`src/rtl/rx_pkg.sv`:
```
// Shared UART constants and the receiver state type; tx may import the same values.
package rx_pkg;

  typedef enum logic [2:0] {
    IDLE,
    START,
    DATA,
    PARITY,
    STOP,
    ACK
  } rx_state_t;

  localparam int   DATA_BITS  = 8;
  localparam logic PARITY_ODD = 1'b1;

endpackage

```
`src/rtl/rx.sv`:
```
// UART receiver: 1 start, 8 data LSB first, odd parity, 1 stop. Samples mid-bit
// and holds the byte on Dout with Receive high until the consumer acknowledges.
module rx
  import rx_pkg::*;
#(
  parameter int CLK_FREQUENCY = 100_000_000,
  parameter int BAUD_RATE     = 19_200
) (
  input  logic       clk,
  input  logic       Reset,
  input  logic       Sin,
  input  logic       ReceiveAck,
  output logic       Receive,
  output logic [7:0] Dout,
  output logic       parityErr,
  output logic       frameErr,
  output logic       busy
);

  localparam int BAUD_PERIOD = CLK_FREQUENCY / BAUD_RATE;
  localparam int HALF_PERIOD = BAUD_PERIOD / 2;
  localparam int TW          = $clog2(BAUD_PERIOD);

  localparam logic [TW-1:0] BIT_END  = TW'(BAUD_PERIOD - 1);
  localparam logic [TW-1:0] HALF_END = TW'(HALF_PERIOD - 1);
  localparam logic [2:0]    LAST_BIT = 3'(DATA_BITS - 1);

  rx_state_t     state;
  logic          sin_meta, sin_s;
  logic [TW-1:0] timer;
  logic [2:0]    bit_num;
  logic [7:0]    shift;
  logic          par_bit;

  always_ff @(posedge clk) begin
    if (Reset) begin
      state     <= IDLE;
      sin_meta  <= 1'b1;
      sin_s     <= 1'b1;
      timer     <= '0;
      bit_num   <= '0;
      shift     <= '0;
      par_bit   <= 1'b0;
      Receive   <= 1'b0;
      Dout      <= '0;
      parityErr <= 1'b0;
      frameErr  <= 1'b0;
      busy      <= 1'b0;
    end else begin
      sin_meta <= Sin;
      sin_s    <= sin_meta;
      case (state)
        IDLE: begin
          timer <= '0;
          if (!sin_s) begin
            state <= START;
            busy  <= 1'b1;
          end
        end
        START: begin
          if (timer == HALF_END) begin
            timer <= '0;
            if (!sin_s) begin
              state <= DATA;
            end else begin
              // line went back high before mid-start: treat as a glitch
              state <= IDLE;
              busy  <= 1'b0;
            end
          end else begin
            timer <= timer + 1'b1;
          end
        end
        DATA: begin
          if (timer == BIT_END) begin
            timer   <= '0;
            shift   <= {sin_s, shift[7:1]};
            bit_num <= bit_num + 1'b1;
            if (bit_num == LAST_BIT) state <= PARITY;
          end else begin
            timer <= timer + 1'b1;
          end
        end
        PARITY: begin
          if (timer == BIT_END) begin
            timer   <= '0;
            par_bit <= sin_s;
            state   <= STOP;
          end else begin
            timer <= timer + 1'b1;
          end
        end
        STOP: begin
          if (timer == BIT_END) begin
            timer     <= '0;
            Dout      <= shift;
            frameErr  <= ~sin_s;
            parityErr <= (^{shift, par_bit}) ^ PARITY_ODD;
            Receive   <= 1'b1;
            busy      <= 1'b0;
            state     <= ACK;
          end else begin
            timer <= timer + 1'b1;
          end
        end
        ACK: begin
          timer <= '0;
          if (ReceiveAck) begin
            Receive <= 1'b0;
            state   <= IDLE;
          end
        end
        default: begin
          state <= IDLE;
          timer <= '0;
          busy  <= 1'b0;
        end
      endcase
    end
  end

endmodule

```
`config.mk`:
```
export PLATFORM = sky130hd
export DESIGN_NAME = rx
export DESIGN_NICKNAME = d
export VERILOG_FILES = /design/src/rtl/rx_pkg.sv /design/src/rtl/rx.sv
export SDC_FILE = /design/constraint.sdc
export NUM_CORES = 1
export LEC_CHECK = 0
export BUFFER_PORTS_ARGS = -buffer_cell sky130_fd_sc_hd__clkbuf_2
export CORE_MARGIN = 1
export CORE_UTILIZATION = 40
export CTS_CLUSTER_SIZE = 16
export DETAILED_ROUTE_END_ITERATION = 8
export SYNTH_ARGS = -nofsm -noshare
export SYNTH_HDL_FRONTEND = slang
export SYNTH_SLANG_ARGS = --single-unit
```
`constraint.sdc`:
```
create_clock -name clk -period 3.65 [get_ports clk]
set_clock_uncertainty 0.05 [all_clocks]
set_input_delay 0.1825 -clock clk [delete_from_list [all_inputs] [get_ports clk]]
set_output_delay 0.1825 -clock clk [all_outputs]
set_load 0.03 [all_outputs]
```
After elaboration in Yosys (flattened, before gate mapping). Cells that the tools add are included.

$add $sub $neg: 2. Equal/unequal tests: 16. Multiplexer cells: 20. Bitwise gates (word level): 3. Reduce and logical (&&, ||, !) cells: 11.

Operator list (count): two-way mux 13 bit (2); case mux 13 bit (2 select lines) (1); two-way mux 3 bit (7); case mux 3 bit (6 select lines) (1); inequality test 2 bit, second input constant (8); adder 13 x 1 -> 13 bit, second input constant (1); == test 13 x 12 -> 1 bit, second input constant (1); == test 13 bit, second input constant (1); == test 3 bit, second input constant (3); parity 9 bit (1); AND reduction 7 bit (1); == test 3 x 2 -> 1 bit, second input constant (2); two-way mux 1 bit (6); AND reduction 2 bit (3); OR reduction 3 bit (2); AND reduction 5 bit (1); case mux 1 bit (4 select lines) (1); adder 3 x 1 -> 3 bit, second input constant (1); == test 3 x 1 -> 1 bit, second input constant (1); logical NOT 3 bit (1); NOT 1 bit (3); AND reduction 3 bit (1); two-way mux 2 bit (1); case mux 1 bit (2 select lines) (1); nonzero test 2 bit (1).

Bits in registers: 42. Input bits: 4.

Longest topological paths before layout. Gate-level depths: netlist of run 1.

Word-level depth: 4. Gate-level depth with buffers: 8. Mapped depth without buffers: 6.

Worst setup path after synthesis of run 1. No wires, ideal clock.

Path kind: flip-flop to flip-flop. Start: register timer[0]. End: register timer[11]. Setup time: 0.119 ns. Data arrival time: 1.810 ns. Required time: 3.481 ns. Slack: 1.671 ns. Stages on the path, launching flop included: 8. Path buffers: 1. Path through: dfxtp_1 ha_1 nor3b_1 nand4b_1 o41ai_2 a221o_2 buf_12 nor2_4.

Longest elaborated chain between the ends: 3.

Ends and longest elaborated chain: start: declaration (RTL line rx.sv:30) `logic [TW-1:0] timer;`; start signal: assignment (RTL line rx.sv:71) `timer <= timer + 1'b1;`; start signal: assignment (RTL line rx.sv:81) `timer <= timer + 1'b1;`; start signal: assignment (RTL line rx.sv:90) `timer <= timer + 1'b1;`; adder 13 x 1 -> 13 bit, or another cell as far along; two-way mux 13 bit, on equally long branches; case mux 13 bit (2 select lines) (*) (RTL line rx.sv:52) `case (state)`.

Every way passes the cells marked *; elsewhere a longest branch is shown, timed or not. A chain may end at the register's enable or synchronous reset.

Worst setup path in the final report of run 1.
Start: register timer[0]. End: register frameErr.

Longest elaborated chain between the ends: 2.

Ends and longest elaborated chain: == test 13 bit (RTL line rx.sv:94) `if (timer == BIT_END) begin`; AND reduction 2 bit (no line); end signal: assignment (RTL line rx.sv:97) `frameErr <= ~sin_s;`; end: declaration (RTL line rx.sv:16) `output logic frameErr,`.

Every way passes these cells.

==> results by group, run 1 <==
Power and ir drop
  – Pwr/cell area: between 400 and 500 mW/mm^2
  – Leak Pwr: 0.9132 nW
  – Post-layout power: 0.9305 mW
  – Peak VDD IR: roughly 0.25 mV

Global routing
  – First-pass GRT wire length: between 5000 and 6000 um
  – Vias in the first global route: 1285
  – GR Util All Layers: 14.52%
  – Remaining global-route overflow: 0
  – Pin count of the biggest net entering global routing: 34
  – Antenna violations before repair: 0

Route
  – Drt first pass iters: 4
  – Avg WL per Cell: between 10 and 15 um
  – Total number of vias: 1402
  – Via density per instance: 5.271
  – DRC viols: 0
  – Detailed Route WL: 3325 um
  – Antenna Nets Post-Route: 0
  – Initial DRC count: 78

Setup path
  – WP data required: approximately 3800 ps
  – R2r setup slk: 1150 ps
  – CP Max Fanout: 12
  – FF-to-FF End: frameErr
  – CP Buf/Inv Count: 0
  – Cell Chain, Critical Path: ha_1, nor3b_1, and4_1, nand3_1, or2_2, a21oi_1
  – Slowest stage delay, CP: 540 ps
  – Setup crit end kind: flip-flop
  – Worst setup SP type: flip-flop
  – Largest delay share family, worst path: simple AND/OR/NAND/NOR gates
  – Crit-path slowest cell: nand3_1
  – R2R cell count: 6
  – RR Startpoint: timer[0]
  – Number of cells on the critical path: 6
  – Critical path arrival: about 2700 ps
  – Crit Path Category: flip-flop to flip-flop

Clock network
  – CTS max path bufs: 2
  – Resized cells post-CTS: 0
  – Clk sinks: 42
  – CTS tree: built
  – Clock Pin Slew Worst Setup and Hold Paths: 80 ps
  – Post-CTS Hold Buffers: 0
  – CTS Buf Count: 5
  – Postcts setup bufs: 0
  – Clk root buf: clkbuf_8
  – H-tree depth: 2
  – Worst-Skew Late Latency: 290 ps

Synth
  – Mapped Cells: 200
  – Post-Synthesis Net Count: 207
  – Avg Inst Size Synth: 9.666 um^2
  – Top-area cell type share of the netlist area: 43.50%
  – Synth warn: 0
  – Sequential fraction of the synthesis area: between 40% and 50%
  – Top post-synthesis cells by area: dfxtp_1 43%, mux2i_1 9.8%, nor2_1 6.2%
  – Synth Register Bits: 42
  – Mapped cell area: 0.001933 mm^2
  – Yosys cell types: 40
  – Synth area leader: dfxtp_1

STA
  – Min Clock Period, post-route: 2504 ps
  – Slew headroom: ~50%
  – Final setup TNS: 0 ps
  – Max-slew violation count: 0
  – RSZ-0062 raised after global routing: false
  – Fmax: 399.4 MHz
  – Final Hold Viols: 0
  – Period utilization: approximately two thirds
  – Final setup vio count: 0
  – Final hold slack: 20.83 ps
  – Worst Tran Pin Value: 766.8 ps

Final layout
  – Syn-to-layout area delta: 11.26%
  – ANT cells: 0
  – Nets@finish: 220
  – Layout cells sized above 1: 17.76%

Placement
  – PortBufs: 15
  – Hpwl dp: roughly 2300 um
  – Final estimated routing congestion in global placement: ~0.9

Run
  – MaxCap Viol Count: 0

Floorplan
  – FP Rows: 24
  – Core box area: 0.004504 mm^2
  – Die width: 71.52 um
  – Initial core utilization: 42.92%
  – Die area: 0.005115 mm^2
  – Die H: between 70 and 80 um
  – # IOs: 16

Worst hold path
  – Hold depth: 2
  – Worst hold start: Sin
  – Hold Path Sink: sin_meta
  – Hold Crit Class: input port to flip-flop

Outcome
  – Outcome: completed
state kept, by name, summed over array words and instances, names as in the netlist, 3 cells and up:
register  flops
state         3
shift         8
timer        13
bit_num       3
Dout          8
power by group:
| part | switching [mW] | total, mW | internal, mW |
|---|---|---|---|
| Sequential | 0.00329 | 0.465 | 0.461 |
| Clock | 0.162 | 0.436 | 0.274 |
| Combinational | 0.0214 | 0.0303 | 0.00895 |
cell type report:
cell class | instances | area (um^2)
Clock buffer | 5 | 68.82
Clock inverter | 3 | 68.82
Fill cell | 448 | 2354
Inverter | 6 | 22.52
Multi-Input combinational cell | 143 | 1010
Sequential cell | 42 | 840.8
Tap cell | 52 | 65.06
Timing Repair Buffer | 15 | 75.07
logic make-up after synthesis:
kind of cell | Yosys count | share of synthesized area, %
AO/OA/AOI/OAI | 21 | 8.286
flip-flops | 42 | 43.50
AND/OR/NAND/NOR | 80 | 23.11
buffers and inverters | 15 | 4.272
multiplexers | 19 | 9.838
adder cells (fa/ha/maj) | 3 | 1.942
XOR/XNOR | 20 | 9.062
routing by layer:
layer / vias to the layer above / track usage, % / routed length, um
met5: - / 0 / 0
met4: 0 / 6.536 / 35
met3: 4 / 3.797 / 88
met2: 14 / 23.70 / 1621
met1: 679 / 18.11 / 1580
li1: 705 / - / -
synth_stat cells, drive strengths merged:
cell,count
o41ai,3
nand4b,1
nand2b,3
nor4bb,1
ha,3
nand4bb,1
inv,6
a21o,1
a21oi,5
a221o,1
o32a,1
nor3b,1
nand4,3
and3,2
a211oi,1
buf,4
nor2,42
nand2,11
o21ai,3
or2,3
nor3,1
o21a,1
mux2i,19
nor2b,1
dfxtp,42
clkbuf,5
and4,3
a311o,1
and3b,1
nand3,6
a31oi,1
xnor2,11
xor2,9
a211o,3
cells in the final DEF, fill, tap and decap left out, drive strengths merged, types with 2 or more instances in the layout:
cell and n:
a21oi 5, and3 2, inv 6, xor2 9, mux2i 19, o41ai 3, nand2b 3, a211o 3
nand2 11, bufinv 2, dfxtp 42, clkbuf 20, nand4 3, o21ai 3, and4 3, nand3 6
ha 3, nor2 42, xnor2 11, or2 3
metrics by stage:
stage	std cells	worst slack [ps]	instance area [um^2]	utilization (%)
2_1_floorplan	200	1671	1933	-
3_3_place_gp	258	1186	2013	44.69
3_5_place_dp	258	1146	2013	44.69
4_1_cts	266	1123	2151	47.75
5_1_grt	266	882.5	2151	47.75
6_report	266	1146	2151	47.75
worst max path at each step:
stage | endpoint | startpoint
after global placement | frameErr | timer[0]
after floorplan | timer[11] | timer[0]
after CTS | frameErr | timer[0]
after detailed placement | shift[4] | timer[0]
final | frameErr | timer[0]
after global routing | bit_num[2] | timer[0]
No activity file was read; power rests on OpenSTA's default activity.
==> run 2, diff against run 1 <==
--- a/config.mk
+++ b/config.mk
@@ -5,6 +5,7 @@
 export SDC_FILE = /design/constraint.sdc
 export NUM_CORES = 1
 export LEC_CHECK = 0
+export ABC_AREA = 1
 export BUFFER_PORTS_ARGS = -buffer_cell sky130_fd_sc_hd__clkbuf_2
 export CORE_MARGIN = 1
 export CORE_UTILIZATION = 40
==> constraint.sdc (replaced) <==
create_clock -name clk -period 2.2 [get_ports clk]
set_clock_uncertainty 0.05 [all_clocks]
set_input_delay 0.11 -clock clk [delete_from_list [all_inputs] [get_ports clk]]
set_output_delay 0.11 -clock clk [all_outputs]
set_load 0.03 [all_outputs]
==> results by group, run 2 <==
Outcome
  – Outcome: completed

Synth
  – Synth warn: 0 (unchanged)
  – EDFF count, synth: 0 (unchanged)
  – Synth area leader: dfxtp_1
  – Synth Flop Type: dfxtp_1
  – Avg Inst Size Synth: 7.046 um^2 (-27%)
  – Top post-synthesis cells by area: dfxtp_1 41%, nor2_1 13%, nand2_1 8.7%
  – Sequential fraction of the synthesis area: 40.73% (-2.8 points)
  – Mapped Cells: 293 (+47%)
  – Post-Synthesis Net Count: 300 (+45%)
  – Mapped cell area: 0.002064 mm^2 (+6.8%)
  – Most common cell in the synthesized netlist: nor2_1
  – Top post-synthesis cells by count: 72 x nor2_1, 48 x nand2_1, 42 x dfxtp_1
  – Async SR Flop Fraction: 0% (unchanged)
  – Top-area cell type share of the netlist area: 40.73% (-2.8 points)
  – Yosys cell types: 27 (-33%)
  – Synth Register Bits: 42 (unchanged)

STA
  – Period utilization: 81.01% (+12 points)
  – Final hold slack: 75.27 ps (+54.44 ps)
  – Final setup TNS: 0 ps (unchanged)
  – Final Hold Viols: 0 (unchanged)
  – Max-slew violation count: 0 (unchanged)
  – Fmax: 561.1 MHz (+40%)
  – Final setup vio count: 0 (unchanged)
  – Min Clock Period, post-route: 1782 ps (-721.5 ps)
  – RSZ-0062 raised after global routing: false
  – Slew headroom: 63.42% (+15 points)
  – Worst Tran Pin Value: 548.1 ps (-218.7 ps)

Setup path
  – Worst setup SP type: flip-flop
  – Critical path arrival: 1950 ps (-720 ps)
  – Largest delay share family, worst path: simple AND/OR/NAND/NOR gates
  – Number of cells on the critical path: 8 (+2)
  – Slowest stage delay, CP: 370 ps (-170 ps)
  – Crit path launch: timer[0]
  – R2R cell count: 8 (+2)
  – Crit-path slowest cell: dfxtp_1
  – Crit Path Category: flip-flop to flip-flop
  – Cell Chain, Critical Path: ha_1, nand2_2, nor3_2, nand2_1, nor2_2, buf_4, nor2_1, nor3b_1
  – WP data required: 2370 ps (-1450 ps)
  – RR Startpoint: timer[0]
  – CP Buf/Inv Count: 1 (+1)
  – Setup crit end kind: flip-flop
  – CP Max Fanout: 7 (-5)

Clock network
  – Clock Pin Slew Worst Setup and Hold Paths: 90 ps (about the same)
  – Worst-Skew Late Latency: 300 ps (about the same)
  – Postcts setup bufs: 0 (unchanged)
  – Clk sinks: 42 (unchanged)
  – H-tree depth: 2 (unchanged)
  – CTS max path bufs: 2 (unchanged)
  – CTS Buf Count: 5 (unchanged)
  – CTS tree: built
  – Clk root buf: clkbuf_8

Floorplan
  – Die area: 0.005452 mm^2 (+6.6%)
  – Die width: 73.84 um (+3.2%)
  – # IOs: 16 (unchanged)
  – Core box area: 0.004848 mm^2 (+7.6%)
  – Die H: 73.84 um (+3.2%)
  – FP Rows: 25 (+4.2%)
  – Initial core utilization: 42.58% (-0.34 points)

Power and ir drop
  – NetSw: 0.5238 mW (+180%)
  – Switching Share: 29.74% (+9.7 points)
  – Pwr/cell area: 761.8 mW/mm^2 (+76%)
  – Peak VDD IR: 0.3576 mV (+45%)
  – Reg power frac: 46.3% (-3.6 points)
  – Int Power: 1.238 mW (+66%)
  – Leak Pwr: 0.9944 nW (+8.9%)
  – Clock network fraction of total power: 35.4% (-11 points)
  – Gate power share: 18.3% (+15 points)

Final layout
  – Register name with the most flops: timer
  – Commonest non-fill, non-tap cells in the layout: 72 x nor2_1, 48 x nand2_1, 42 x dfxtp_1
  – Layout cells sized above 1: 17.31% (-0.45 points)
  – Max FFs per register: 13 (unchanged)
  – Registers with the most flip-flops: timer (13), Dout (8), shift (8)
  – Syn-to-layout area delta: 12.00%
  – ANT cells: 0 (unchanged)
  – Nets@finish: 318 (+45%)
  – Commonest non-fill, non-tap cell in the layout: nor2_1

Placement
  – PortBufs: 15 (unchanged)
  – Final estimated routing congestion in global placement: 0.8649 (-1.9%)
  – Hpwl dp: 2987 um (+32%)

Route
  – Avg WL per Cell: 10.66 um (-15%)
  – Antenna Nets Post-Route: 0 (unchanged)
  – Detailed Route WL: 4039 um (+21%)
  – DRC viols: 0 (unchanged)
  – Initial DRC count: 62 (-21%)
  – Via density per instance: 4.599 (-13%)
  – Drt first pass iters: 4 (unchanged)
  – Total number of vias: 1743 (+24%)

Global routing
  – GR Util All Layers: 16.68% (+2.2 points)
  – Pin count of the biggest net entering global routing: 23 (-32%)
  – Remaining global-route overflow: 0 (unchanged)
  – First-pass GRT wire length: 6948 um (+19%)
  – Antenna violations before repair: 0 (unchanged)
  – Vias in the first global route: 1646 (+28%)

Worst hold path
  – Hold depth: 2 (unchanged)
  – Hold Crit Class: input port to flip-flop
  – Worst hold start: Reset

Run
  – MaxCap Viol Count: 0 (unchanged)
[run 2: cell types whose count changed after synthesis, sizes merged, moves of 9 or more]
cell	delta
nand3	+9
mux2i	-19
nor2	+40
o21ai	+20
inv	+27
nand2	+40
[run 2: kinds of logic after synthesis]
kind of cell / after synthesis / share of synthesized area (%)
xor+xnor: 11 / 4.667
flops: 42 / 40.73
simple gates: 167 / 37.27
buf+inv: 39 / 8.000
fa+ha+maj: 3 / 1.818
compound gates: 31 / 7.515
[run 2: routing by layer]
metal  track usage [%]  wire length (um)
met1             20.60              2088
met2             27.83              1826
met3             4.115                92
met4             6.410                31
met5                 0                 0
[run 2: through the flow]
stage / total power, mW / std cells / util, % / cell area [um^2] / setup WS (ps)
after floorplan: 1.099 / 293 / - / 2064 / 704.6
after global placement: 1.152 / 370 / 45.16 / 2190 / 494.7
after detailed placement: 1.151 / 370 / 45.16 / 2190 / 416.6
after CTS: 1.781 / 379 / 47.69 / 2312 / 381.4
after global routing: 1.858 / 379 / 47.69 / 2312 / 199.6
final: 1.761 / 379 / 47.69 / 2312 / 417.8
[run 2: cell type report]
cell class                      count  area, um^2
Fill cell                         480        2536
Multi-Input combinational cell    212        1059
Sequential cell                    42       840.8
Inverter                           33       123.9
Timing Repair Buffer               17       92.59
Tap cell                           67       83.83
Clock buffer                        5       68.82
Clock inverter                      3       43.79
[run 2: timing repair]
| action | CTS | global route |
|---|---|---|
| gates resized for setup | 0 | 0 |
| hold buffers | 1 | 0 |
| hold endpoints to repair | 1 | 0 |
[run 2: power by group through the flow]
stage	clock [mW]	combinational, mW	sequential [mW]
2_1_floorplan	0	0.261	0.839
3_3_place_gp	0	0.321	0.832
3_5_place_dp	0	0.320	0.831
4_1_cts	0.644	0.323	0.815
5_1_grt	0.668	0.371	0.819
6_report	0.624	0.322	0.815
[run 2: worst paths after layout]
kind	endpoint	slack, ps
max	bit_num[0]	420
min	par_bit	80
max reg2reg	bit_num[0]	420
min reg2reg	sin_s	370
==> run 3, diff against run 2 <==
==> constraint.sdc (replaced) <==
create_clock -name clk -period 1.8 [get_ports clk]
set_clock_uncertainty 0.05 [all_clocks]
set_input_delay 0.09 -clock clk [delete_from_list [all_inputs] [get_ports clk]]
set_output_delay 0.09 -clock clk [all_outputs]
set_load 0.03 [all_outputs]
==> results by group, run 3 (synthesis gave the netlist of run 2 again) <==
Floorplan
  – Initial core utilization: 42.58% (unchanged)
  – Die H: 73.84 um (unchanged)
  – Die area: 0.005452 mm^2 (unchanged)
  – FP Rows: 25 (unchanged)
  – Die width: 73.84 um (unchanged)
  – Core box area: 0.004848 mm^2 (unchanged)
  – # IOs: 16 (unchanged)

Route
  – Drt first pass iters: 4 (unchanged)
  – Via density per instance: 4.684 (+1.9%)
  – DRC viols: 0 (unchanged)
  – Antenna Nets Post-Route: 0 (unchanged)
  – Met3 Routed Length: 144 um (+57%)
  – Total number of vias: 1794 (+2.9%)
  – Highest metal used: met4
  – M1 wire length: 2051 um (-1.8%)
  – Detailed Route WL: 4010 um (-0.72%)
  – Initial DRC count: 64 (+3.2%)
  – Met2 WL: 1744 um (-4.5%)
  – Avg WL per Cell: 10.47 um (-1.8%)

STA
  – Worst Tran Pin Value: 542.2 ps (-5.899 ps)
  – Min Clock Period, post-route: 1594 ps (-187.9 ps)
  – Final setup vio count: 0 (unchanged)
  – Max-slew violation count: 0 (unchanged)
  – Final setup TNS: 0 ps (unchanged)
  – Final Hold Viols: 0 (unchanged)
  – Final hold slack: 42.59 ps (-32.69 ps)
  – Fmax: 627.2 MHz (+12%)
  – Slew headroom: 63.82% (+0.39 points)
  – RSZ-0062 raised after global routing: false
  – Period utilization: 88.57% (+7.6 points)

Final layout
  – Commonest non-fill, non-tap cell in the layout: nor2_1
  – ANT cells: 0 (unchanged)
  – Register name with the most flops: timer
  – Fill count: 500 (+4.2%)
  – Nets@finish: 322 (+1.3%)
  – Max FFs per register: 13 (unchanged)
  – Final core occ: 48.31% (+0.62 points)
  – Layout cells sized above 1: 18.35% (+1.0 points)
  – Finished Layout Cells: 383 (+1.1%)
  – Syn-to-layout area delta: 13.45%
  – Commonest non-fill, non-tap cells in the layout: 72 x nor2_1, 48 x nand2_1, 42 x dfxtp_1
  – Registers with the most flip-flops: timer (13), Dout (8), shift (8)
  – Finished Cell Area: 0.002342 mm^2 (+1.3%)

Clock network
  – CTS Buf Count: 5 (unchanged)
  – CTS tree: built
  – Clk root buf: clkbuf_8
  – Worst-Skew Late Latency: 290 ps (about the same)
  – Clock Pin Slew Worst Setup and Hold Paths: 80 ps (about the same)
  – Clk sinks: 42 (unchanged)
  – H-tree depth: 2 (unchanged)
  – CTS max path bufs: 2 (unchanged)

Placement
  – Hpwl dp: 2971 um (-0.52%)
  – Final estimated routing congestion in global placement: 0.7749 (-10%)
  – Placed Instances: 370 (unchanged)
  – PortBufs: 15 (unchanged)
  – Area after DPL: 0.002190 mm^2 (unchanged)

Global routing
  – GR Util All Layers: 16.70% (+0.019 points)
  – Pin count of the biggest net entering global routing: 23 (unchanged)
  – Vias in the first global route: 1582 (-3.9%)
  – Antenna violations before repair: 0 (unchanged)
  – First-pass GRT wire length: 6969 um (+0.30%)
  – Remaining global-route overflow: 0 (unchanged)

Run
  – MaxCap Viol Count: 0 (unchanged)

Setup path
  – WP data required: 1930 ps (-440 ps)
  – Critical path arrival: 1720 ps (-230 ps)
  – Worst setup SP type: flip-flop
  – CP Max Fanout: 13 (+6)
  – Setup crit end kind: flip-flop
  – Crit Path Category: flip-flop to flip-flop

Worst hold path
  – Hold Crit Class: input port to flip-flop

Power and ir drop
  – Leak Pwr: 1.003 nW (+0.85%)
  – Pwr/cell area: 850.8 mW/mm^2 (+12%)
  – Peak VDD IR: 0.3494 mV (-2.3%)

Outcome
  – Outcome: completed
[run 3: changes by cell type in the layout (fill, tap and decap cells not counted), sizes merged]
cell | before | now
clkbuf | 20 | 21
bufinv | 1 | 0
buf | 1 | 5
clkinv | 1 | 2
inv | 34 | 33
[run 3: worst paths after layout]
kind         startpoint   endpoint  slack, ps  cells after the start
min reg2reg    sin_meta      sin_s        360                      1
min          ReceiveAck    Receive         40                      4
max reg2reg    timer[0]  timer[12]        210                      8
max            timer[0]  timer[12]        210                      8
[run 3: where the power goes]
part	total [mW]	internal, mW	switching (mW)
Combinational	0.399	0.136	0.263
Clock	0.595	0.274	0.322
Sequential	0.999	0.965	0.0340
[run 3: what timing repair did]
| action | in CTS | in global routing |
|---|---|---|
| hold endpoints to repair | 1 | 0 |
| gates resized for setup | 0 | 5 |
| endpoints found under the setup margin | 0 | 27 |
| setup buffers | 0 | 4 |
| hold buffers | 1 | 0 |
[run 3: critical path, cell delays in order, from the launching register on]
cell	delay [ps]
dfxtp_1	400
ha_4	180
nand2_2	80
nor2_2	160
nand3_4	120
o21ai_1	110
nand2_1	80
nand2_2	220
nor3b_1	90
[run 3: per-layer routing]
metal / up-vias / track usage, %
met2: 26 / 26.50
li1: 956 / -
met5: - / 0
met3: 7 / 3.429
met1: 805 / 21.85
met4: 0 / 7.265
[run 3: area by class of cell]
type	count	area [um^2]	share of cell area (%)
clock buffer	6	72.57	3.098
clock inverter	2	13.76	0.5876
inverter	33	123.9	5.288
multi-input combinational	212	1081	46.15
sequential	42	840.8	35.90
tap	67	83.83	3.579
timing repair buffer	21	126.4	5.395
[run 3: stage by stage]
stage | total power, mW | worst slack [ps]
final | 1.993 | 205.7
after CTS | 2.011 | 33.38
after floorplan | 1.344 | 304.6
after detailed placement | 1.408 | 37.19
after global placement | 1.404 | 117.7
after global routing | 2.120 | 29.75
